[config.mk]
export PLATFORM = sky130hd
export DESIGN_NAME = player_bullet_ctrl
export DESIGN_NICKNAME = d
export VERILOG_FILES = /design/src/rtl/galaga_pkg.sv /design/src/rtl/slot_priority_enc.sv /design/src/rtl/player_bullet_ctrl.sv
export SDC_FILE = /design/constraint.sdc
export NUM_CORES = 1
export LEC_CHECK = 0
export ABC_CLOCK_PERIOD_IN_PS = 12700
export BUFFER_PORTS_ARGS = -buffer_cell sky130_fd_sc_hd__buf_2
export CAP_MARGIN = 20
export CORE_MARGIN = 3
export CORE_UTILIZATION = 50
export CTS_CLUSTER_DIAMETER = 40
export DETAILED_ROUTE_END_ITERATION = 12
export HOLD_SLACK_MARGIN = 0.12
export PLACE_DENSITY_LB_ADDON = 0.25
export SLEW_MARGIN = 20
export SYNTH_ARGS = -nofsm -noshare
export SYNTH_HDL_FRONTEND = slang
export SYNTH_SLANG_ARGS = --single-unit
[constraint.sdc]
create_clock -name clk -period 12.7 [get_ports clk]
set_input_delay 1.27 -clock clk [delete_from_list [all_inputs] [get_ports clk]]
set_output_delay 1.27 -clock clk [all_outputs]
set_load 0.01 [all_outputs]
[src/rtl/galaga_pkg.sv]
// Shared constants and types for the Galaga-style player/bullet datapath.
// Slot layout: each slot packs x in the low field and y in the high field.
package galaga_pkg;

    localparam int unsigned NumSlots = 15;
    localparam int unsigned IdxW     = 4;
    localparam int unsigned SlotW    = 19;
    localparam int unsigned XOff     = 0;
    localparam int unsigned XW       = 10;
    localparam int unsigned YOff     = 10;
    localparam int unsigned YW       = 9;

    localparam int unsigned PlayerW  = 24;
    localparam int unsigned BulletW  = 4;
    localparam int unsigned BulletH  = 16;
    localparam int unsigned PlayerY  = 280;

    typedef enum logic [1:0] {
        StIdle,
        StMove,
        StSpawn
    } bullet_fsm_e;

endpackage

[src/rtl/slot_priority_enc.sv]
// Combinational lowest-index free-slot finder for bullet spawning.
module slot_priority_enc
    import galaga_pkg::*;
#(
    parameter int unsigned N  = NumSlots,
    parameter int unsigned IW = IdxW
) (
    input  logic [N-1:0]  free_mask,
    output logic [IW-1:0] idx,
    output logic          found
);

    // Scan downward so the last hit written is the lowest free index.
    always_comb begin
        idx   = '0;
        found = 1'b0;
        for (int i = N - 1; i >= 0; i--) begin
            if (free_mask[i]) begin
                idx   = IW'(i);
                found = 1'b1;
            end
        end
    end

endmodule

[src/rtl/player_bullet_ctrl.sv]
// Player-bullet slot controller: per-frame move sweep over all slots, then an
// optional cooldown-gated spawn. Outputs are in the renderer's packed format.
module player_bullet_ctrl
    import galaga_pkg::*;
#(
    parameter int unsigned NUM_SLOTS       = NumSlots,
    parameter int unsigned BULLET_SPEED    = 4,
    parameter int unsigned COOLDOWN_FRAMES = 8,
    parameter int unsigned PLAYER_Y        = PlayerY,
    parameter int unsigned PLAYER_W        = PlayerW,
    parameter int unsigned BULLET_W        = BulletW,
    parameter int unsigned BULLET_H        = BulletH
) (
    input  logic                       clk,
    input  logic                       rst,
    input  logic                       frameTick,
    input  logic                       fireReq,
    input  logic                       playerState,
    input  logic [XW-1:0]              playerPosition,
    input  logic [NUM_SLOTS-1:0]       hitClear,
    output logic [NUM_SLOTS-1:0]       playerBulletState,
    output logic [NUM_SLOTS*SlotW-1:0] playerBulletPosition,
    output logic                       busy,
    output logic                       fireAck,
    output logic                       frameOverrun
);

    localparam int unsigned CoolW    = $clog2(COOLDOWN_FRAMES + 1);
    localparam int unsigned XSumW    = XW + 1;
    localparam logic [XSumW-1:0] SpawnXOff = XSumW'((PLAYER_W - BULLET_W) / 2);
    localparam logic [YW-1:0]    SpawnY    = YW'(PLAYER_Y - BULLET_H);
    localparam logic [YW-1:0]    Speed     = YW'(BULLET_SPEED);
    localparam logic [CoolW-1:0] CoolLoad  = CoolW'(COOLDOWN_FRAMES);
    localparam logic [IdxW-1:0]  LastIdx   = IdxW'(NUM_SLOTS - 1);

    bullet_fsm_e           fsm_q, fsm_d;
    logic [IdxW-1:0]       idx_q, idx_d;
    logic [CoolW-1:0]      cool_q, cool_d;
    logic [NUM_SLOTS-1:0]  st_q, st_d;
    logic [XW-1:0]         x_q [NUM_SLOTS];
    logic [XW-1:0]         x_d [NUM_SLOTS];
    logic [YW-1:0]         y_q [NUM_SLOTS];
    logic [YW-1:0]         y_d [NUM_SLOTS];
    logic                  busy_q, busy_d;
    logic                  ack_q, ack_d;
    logic                  ovr_q, ovr_d;

    logic [IdxW-1:0]       free_idx;
    logic                  free_found;
    logic                  spawn_ok;
    logic [XSumW-1:0]      x_sum;
    logic [XW-1:0]         spawn_x;

    slot_priority_enc #(
        .N  (NUM_SLOTS),
        .IW (IdxW)
    ) u_enc (
        .free_mask (~st_q),
        .idx       (free_idx),
        .found     (free_found)
    );

    assign x_sum    = {1'b0, playerPosition} + SpawnXOff;
    assign spawn_x  = x_sum[XW] ? '1 : x_sum[XW-1:0];
    assign spawn_ok = fireReq && playerState && (cool_q == '0) && free_found;

    always_comb begin
        fsm_d  = fsm_q;
        idx_d  = idx_q;
        cool_d = cool_q;
        st_d   = st_q;
        x_d    = x_q;
        y_d    = y_q;
        ack_d  = 1'b0;
        ovr_d  = ovr_q;

        unique case (fsm_q)
            StIdle: begin
                if (frameTick) begin
                    fsm_d = StMove;
                    idx_d = '0;
                end
            end
            StMove: begin
                if (st_q[idx_q]) begin
                    if (y_q[idx_q] < Speed) begin
                        st_d[idx_q] = 1'b0;
                        x_d[idx_q]  = '0;
                        y_d[idx_q]  = '0;
                    end else begin
                        y_d[idx_q] = y_q[idx_q] - Speed;
                    end
                end
                if (idx_q == LastIdx) begin
                    fsm_d = StSpawn;
                    idx_d = '0;
                end else begin
                    idx_d = idx_q + 1'b1;
                end
            end
            StSpawn: begin
                fsm_d = StIdle;
                if (spawn_ok) begin
                    st_d[free_idx] = 1'b1;
                    x_d[free_idx]  = spawn_x;
                    y_d[free_idx]  = SpawnY;
                    cool_d         = CoolLoad;
                    ack_d          = 1'b1;
                end else if (cool_q != '0) begin
                    cool_d = cool_q - 1'b1;
                end
            end
            default: fsm_d = StIdle;
        endcase

        if (frameTick && (fsm_q != StIdle)) begin
            ovr_d = 1'b1;
        end

        // Kills apply only to slots live at cycle start, so a same-cycle spawn survives.
        for (int i = 0; i < NUM_SLOTS; i++) begin
            if (hitClear[i] && st_q[i]) begin
                st_d[i] = 1'b0;
                x_d[i]  = '0;
                y_d[i]  = '0;
            end
        end

        busy_d = (fsm_d != StIdle);
    end

    always_ff @(posedge clk or posedge rst) begin
        if (rst) begin
            fsm_q  <= StIdle;
            idx_q  <= '0;
            cool_q <= '0;
            st_q   <= '0;
            for (int i = 0; i < NUM_SLOTS; i++) begin
                x_q[i] <= '0;
                y_q[i] <= '0;
            end
            busy_q <= 1'b0;
            ack_q  <= 1'b0;
            ovr_q  <= 1'b0;
        end else begin
            fsm_q  <= fsm_d;
            idx_q  <= idx_d;
            cool_q <= cool_d;
            st_q   <= st_d;
            x_q    <= x_d;
            y_q    <= y_d;
            busy_q <= busy_d;
            ack_q  <= ack_d;
            ovr_q  <= ovr_d;
        end
    end

    always_comb begin
        playerBulletPosition = '0;
        for (int i = 0; i < NUM_SLOTS; i++) begin
            playerBulletPosition[i*SlotW + XOff +: XW] = x_q[i];
            playerBulletPosition[i*SlotW + YOff +: YW] = y_q[i];
        end
    end

    assign playerBulletState = st_q;
    assign busy              = busy_q;
    assign fireAck           = ack_q;
    assign frameOverrun      = ovr_q;

endmodule

==> results of run 1 <==
per-layer routing:
metal	GRT usage	vias up	part of all wire
met1	0.493	8195	0.37
li1	-	6908	-
met4	0.166	0	0.052
met2	0.572	1319	0.45
met5	0	-	0
met3	0.0976	238	0.13
synthesized netlist by cell type (all sizes together) (7+ instances only):
cell,number
a211oi,8
a21oi,68
a22o,75
a31oi,7
a32o,12
and2,18
and3,10
buf,26
clkbuf,97
dfrtp,313
inv,30
mux2i,26
mux4,23
nand2,134
nand2b,18
nand3,40
nand4,9
nor2,215
nor2b,14
nor3,34
nor4,7
o211ai,123
o21a,9
o21ai,222
o22ai,14
o2bb2ai,10
o311ai,9
o31a,7
o31ai,11
or3,10
xnor2,8
layout make-up:
class	count	area (um2)
clock buffer	52	1210
antenna	1	2.50
fill	2669	12000
sequential	313	7840
timing repair buffer	363	1910
multi-input combinational	1232	7720
tap	402	503
clock inverter	30	383
inverter	30	125
through the flow:
| stage | power, W | setup WS, ps | hold slack, ps | cells |
|---|---|---|---|---|
| 2_1_floorplan | 0.00235 | 2770 | 493 | 1698 |
| 4_1_cts | 0.00439 | 7580 | 456 | 2421 |
| 3_3_place_gp | 0.00303 | 7730 | 436 | 2339 |
| 3_5_place_dp | 0.00306 | 7570 | 443 | 2339 |
| 6_report | 0.00447 | 7420 | 454 | 2423 |
| 5_1_grt | 0.00461 | 7220 | 488 | 2423 |
logic make-up (layout without fill, tap and decap cells):
family / count (synthesis) / after routing / share of synthesized area
buffers and inverters: 153 / 475 / 0.0379
xor gates and xnor gates: 11 / 11 / 0.00599
DFF: 313 / 313 / 0.487
other: 0 / 1 / 0
adders and majority gates: 6 / 6 / 0.00467
and+or+nand+nor: 530 / 530 / 0.150
muxes: 52 / 52 / 0.0505
AOI/OAI and AO/OA: 633 / 633 / 0.264
critical path: cells and delay by family, from the launching register on:
kind | cells | cell delay (ps)
simple gates | 4 | 1860
compound gates | 3 | 1410
flops | 1 | 920
buf+inv | 1 | 560
mux | 1 | 390
state kept, by name, summed over array words and instances, names as in the netlist:
register and cells:
idx_q 4, fsm_q 2, cool_q 4, busy 1, playerBulletPosition 285, fireAck 1, playerBulletState 15, frameOverrun 1
power groups by stage:
| stage | logic [W] | clock network, W | registers, W |
|---|---|---|---|
| after global routing | 0.00188 | 0.00139 | 0.00135 |
| after global placement | 0.00169 | 0 | 0.00134 |
| after detailed placement | 0.00172 | 0 | 0.00134 |
| final | 0.00179 | 0.00133 | 0.00134 |
| after CTS | 0.00173 | 0.00134 | 0.00133 |
| after floorplan | 0.00104 | 0 | 0.00131 |
worst paths after layout:
path                                   start  slack, ps                        end
max in group asynchronous                rst      10450   playerBulletPosition[38]
worst max-delay path                idx_q[1]       7420  playerBulletPosition[210]
worst min-delay path            frameOverrun        450               frameOverrun
min in group asynchronous                rst        830  playerBulletPosition[280]
worst max register to register      idx_q[1]       7420  playerBulletPosition[210]
worst min register to register  frameOverrun        450               frameOverrun
==> metrics.md, run 1 <==
| Metric | Value |
|---|---|
| Largest net degree at the start of global routing | 165 |
| Initial antenna violation count | 1 |
| Setup Buffers After CTS | 0 |
| Unrepaired setup endpoints after global routing | false |
| Vias in the first global route | 15,833 |
| # clock sinks | 313 |
| Cts bufs inserted | 45 |
| Worst-margin pin slew | 1140 ps |
| Drt drc | 0 |
| Hold Path Stages | 1 |
| Critical-path maximum fanout | 36 |
| Final Hold Fails | 0 |
| Initial Utilization | 0.508 |
| Sequential Power Share | 0.300 |
| Pleak | 9.20 nW |
| Yosys warning count | 0 |
| Slowest CP cell | dfrtp_2 |
| Synth area leader | dfrtp_1 |
| Post-Synthesis Cells | 1,698 |
| CP arrival | 5720 ps |
| Total track usage | 0.370 |
| Full die area | 0.0344 mm2 |
| Most common cell after layout, fill and taps aside | buf_2 |
| Yosys reg bits | 313 |
| Die Height | 185 um |
| Syn_nets | 1,734 |
| Buffers on Ports | 332 |
| DR vias | 16,660 |
| Synth area leaders | dfrtp_1 (49%), o21ai_0 (6.0%), o211ai_1 (5.7%) |
| Global placement routability congestion | 0.981 |
| Final #Nets | 2,021 |
| DR pass1 iterations | 6 |
| Core Region | 0.0316 mm2 |
| Status | finished clean |
| Fin crit share | 0.416 |
| Area share of the largest cell type after synthesis | 0.487 |
| Gr ovfl total | 0 |
| Slew Viols, Final | 0 |
| Asr flop ratio synth | 1.00 |
| Syn_area_per_cell | 9.47 um2 |
| Mapped cell area | 0.0161 mm2 |
| Clock Skew | 25.1 ps |
| CP Cell Sequence | buf_4 -> mux2_2 -> and3_1 -> a221o_1 -> nand4bb_1 -> o41a_1 -> nor2_1 -> nand4_1 -> o21ai_0 |
| Antenna-violating nets left | 0 |
| Combinational share of power | 0.402 |
| Max VDD drop | 0.173 mV |
| First-pass GRT wire length | 97,500 um |
| Pint | 0.00251 W |
| Drt total wl | 65,000 um |
| PostCTS Resize Cnt | 0 |
| Fmax | 189 MHz |
| Max Cap Viol | 0 |
| Layout area overhead | 22.4% |
| Final core utilization | 0.622 |
| Hold Buf Count CTS | 0 |
| Max_slew headroom | 0.239 |
| Post-route cell area | 0.0197 mm2 |
| Clk pwr share | 0.299 |
| Via/cell ratio | 6.88 |
| Worst EP required | 13,140 ps |
| Slowest stage delay, CP | 920 ps |
| Worst Reg-to-Reg Cells | 9 |
| Wire length per cell | 26.8 um |
| EDFF count, synth | 0 |
| Clock root buffer | clkbuf_16 |
| Crit path time final | 5280 ps |
| Dpl cell area | 0.0181 mm2 |
| Synth Flop Type | dfrtp_1 |
| CP Capture Type | flip-flop |
| DR iter-0 viols | 2,336 |
| Critical path type | reg -> reg |
| Sequential share of the synthesized area | 0.487 |
| I/O Pins | 333 |
| Switch share | 0.438 |
| Switching power | 0.00196 W |
| Most frequent cells in the layout | buf_2 (332), dfrtp_1 (311), nor2_1 (206) |
| Final setup fails | 0 |
| H-tree depth | 2 |
| CP startpoint kind | flip-flop |
| Worst min-delay path category | reg -> reg |
| Final setup TNS | 0 ps |
| Share of cells above drive strength 1 | 0.250 |
| CTS clk-pin slew, worst paths | 60 ps |
| DP Wirelength | 45,800 um |
| Worst-Skew Late Latency | 550 ps |
| Count of different cell masters after synthesis | 72 |
| CTS max path bufs | 3 |
| Chip width | 185 um |
| Pwr/cell area | 227 mW/mm2 |
| Row Count | 65 |
| CTS tree | built |
Note: power is estimated with default switching activity, not from simulation.
==> inputs of run 2 (changes only) <==
- ABC_CLOCK_PERIOD_IN_PS: 12700 -> 5400
- clock period: 12.7 -> 5.4 ns (I/O delays scaled with it)
==> run 2 against run 1 <==
Net effect:
- first-iteration DRC count shrank 7.5%
- highest routed layer is now met5
- critical endpoint is now playerBulletState[14]
- hold slack lost 340 ps
- sequential power grew 140%
- global-route usage grew 0.16 points
- critical path type unchanged
- non-clock buffer count grew 14
- clock power grew 140%
==> metrics.md, run 2 (synthesis results as in run 1) <==
| Metric | Value |
|---|---|
| Status | finished clean |
| Min Hold Slack | 117 ps |
| Worst path top cell family by delay | compound AO/OA/AOI/OAI gates |
| Pwr/cell area | 535 mW/mm2 |
| Clock root buffer | clkbuf_16 |
| Critical path type | reg -> reg |
| Global placement routability congestion | 1.02 |
| Row Count | 65 |
| DP Wirelength | 46,800 um |
| Worst-Skew Late Latency | 560 ps |
| Multi-input gate area | 0.00770 mm2 |
| Max_slew headroom | 0.253 |
| Initial antenna violation count | 2 |
| Drt drc | 0 |
| Drt total wl | 65,200 um |
| Antenna-violating nets left | 0 |
| Worst EP required | 5820 ps |
| CP Capture Type | flip-flop |
| Gr ovfl total | 0 |
| Setup ws final | 681 ps |
| Share of cells above drive strength 1 | 0.253 |
| Setup Buffers After CTS | 0 |
| Placed cell count | 2,352 |
| Hold Buf Count CTS | 0 |
| Core Region | 0.0316 mm2 |
| CTS tree | built |
| Initial Utilization | 0.508 |
| Largest register FFs | 285 |
| Crit path launch | idx_q[1] |
| ANT cells | 0 |
| Total track usage | 0.372 |
| Fillers | 2,668 |
| Crit path time final | 4720 ps |
| CP startpoint kind | flip-flop |
| Final setup TNS | 0 ps |
| Chip width | 185 um |
| FF/Latch Area | 0.00784 mm2 |
| CTS max path bufs | 3 |
| Final #Nets | 2,036 |
| PostCTS Resize Cnt | 0 |
| FF-to-FF setup slack | 680 ps |
| H-tree depth | 2 |
| Wire length per cell | 26.7 um |
| CTS clk-pin slew, worst paths | 60 ps |
| CP Cell Sequence | buf_4 -> mux2i_1 -> a22o_1 -> a2111oi_0 -> or4_1 -> o41ai_4 -> nand2_1 -> o311ai_0 -> nand2_1 |
| DR vias | 16,584 |
| Post-Layout Cell Count | 2,438 |
| Slowest stage delay, CP | 910 ps |
| Slowest CP cell | o311ai_0 |
| Critical-path maximum fanout | 24 |
| Fmax | 212 MHz |
| Clock Skew | 24.3 ps |
| Buffers on Ports | 332 |
| Most used cell, CP | nand2_1 |
| Max Cap Viol | 0 |
| Pleak | 9.27 nW |
| Final setup fails | 0 |
| CP arrival | 5130 ps |
| Worst path bufs/invs | 1 |
| Vias in the first global route | 15,845 |
| R2R Path Start | idx_q[1] |
| DR pass1 iterations | 8 |
| Final core utilization | 0.627 |
| Most frequent cells in the layout | buf_2 (332), dfrtp_1 (311), nor2_1 (206) |
| DR iter-0 viols | 2,161 |
| Layout area overhead | 23.3% |
| Full die area | 0.0344 mm2 |
| Unrepaired setup endpoints after global routing | false |
| # clock sinks | 313 |
| Max VDD drop | 0.411 mV |
| Cts bufs inserted | 46 |
| Most common cell after layout, fill and taps aside | buf_2 |
| Largest net degree at the start of global routing | 184 |
| Worst-margin pin slew | 1120 ps |
| Die Height | 185 um |
| Worst min-delay path category | in -> async |
| Slew Viols, Final | 0 |
| I/O Pins | 333 |
| First-pass GRT wire length | 97,500 um |
| Fin crit share | 0.874 |
| Final Hold Fails | 0 |
| Via/cell ratio | 6.80 |
| Worst slack, placed | 898 ps |
## run 2: final timing paths
check,end,depth (start not counted)
max,playerBulletState[14],9
min reg2reg,frameOverrun,1
min in group clk,playerBulletState[13],2
min,playerBulletPosition[259],3
max reg2reg,playerBulletState[14],9
max in group asynchronous,playerBulletPosition[22],4
## run 2: power by group
group          internal [W]  switching (W)
logic               0.00133        0.00297
registers           0.00269       0.000475
clock network       0.00196        0.00119
## run 2: worst min-delay path, delay by kind of cell
family / cells / cell delay, ps
buffers and inverters: 3 / 530
## run 2: layout make-up
class / count / share of cell area
Clock buffer: 58 / 0.0654
Inverter: 30 / 0.00587
Multi-Input combinational cell: 1232 / 0.389
Sequential cell: 313 / 0.395
Tap cell: 402 / 0.0254
Clock inverter: 26 / 0.0162
Timing Repair Buffer: 377 / 0.103
## run 2: per-stage QoR
| step | total power [W] | instance area [um2] |
|---|---|---|
| after CTS | 0.0105 | 19800 |
| after floorplan | 0.00553 | 16100 |
| after detailed placement | 0.00731 | 18200 |
| after global placement | 0.00726 | 18200 |
| after global routing | 0.0110 | 19800 |
| final | 0.0106 | 19800 |
## run 2: per-layer routing
metal / wire [um] / part of all wire / track usage / vias to the layer above
met5: 27 / 0.00041 / 0 / -
met4: 3760 / 0.058 / 0.182 / 4
met3: 8060 / 0.12 / 0.0896 / 274
met2: 28800 / 0.44 / 0.569 / 1282
met1: 24500 / 0.38 / 0.500 / 8089
li1: - / - / - / 6935
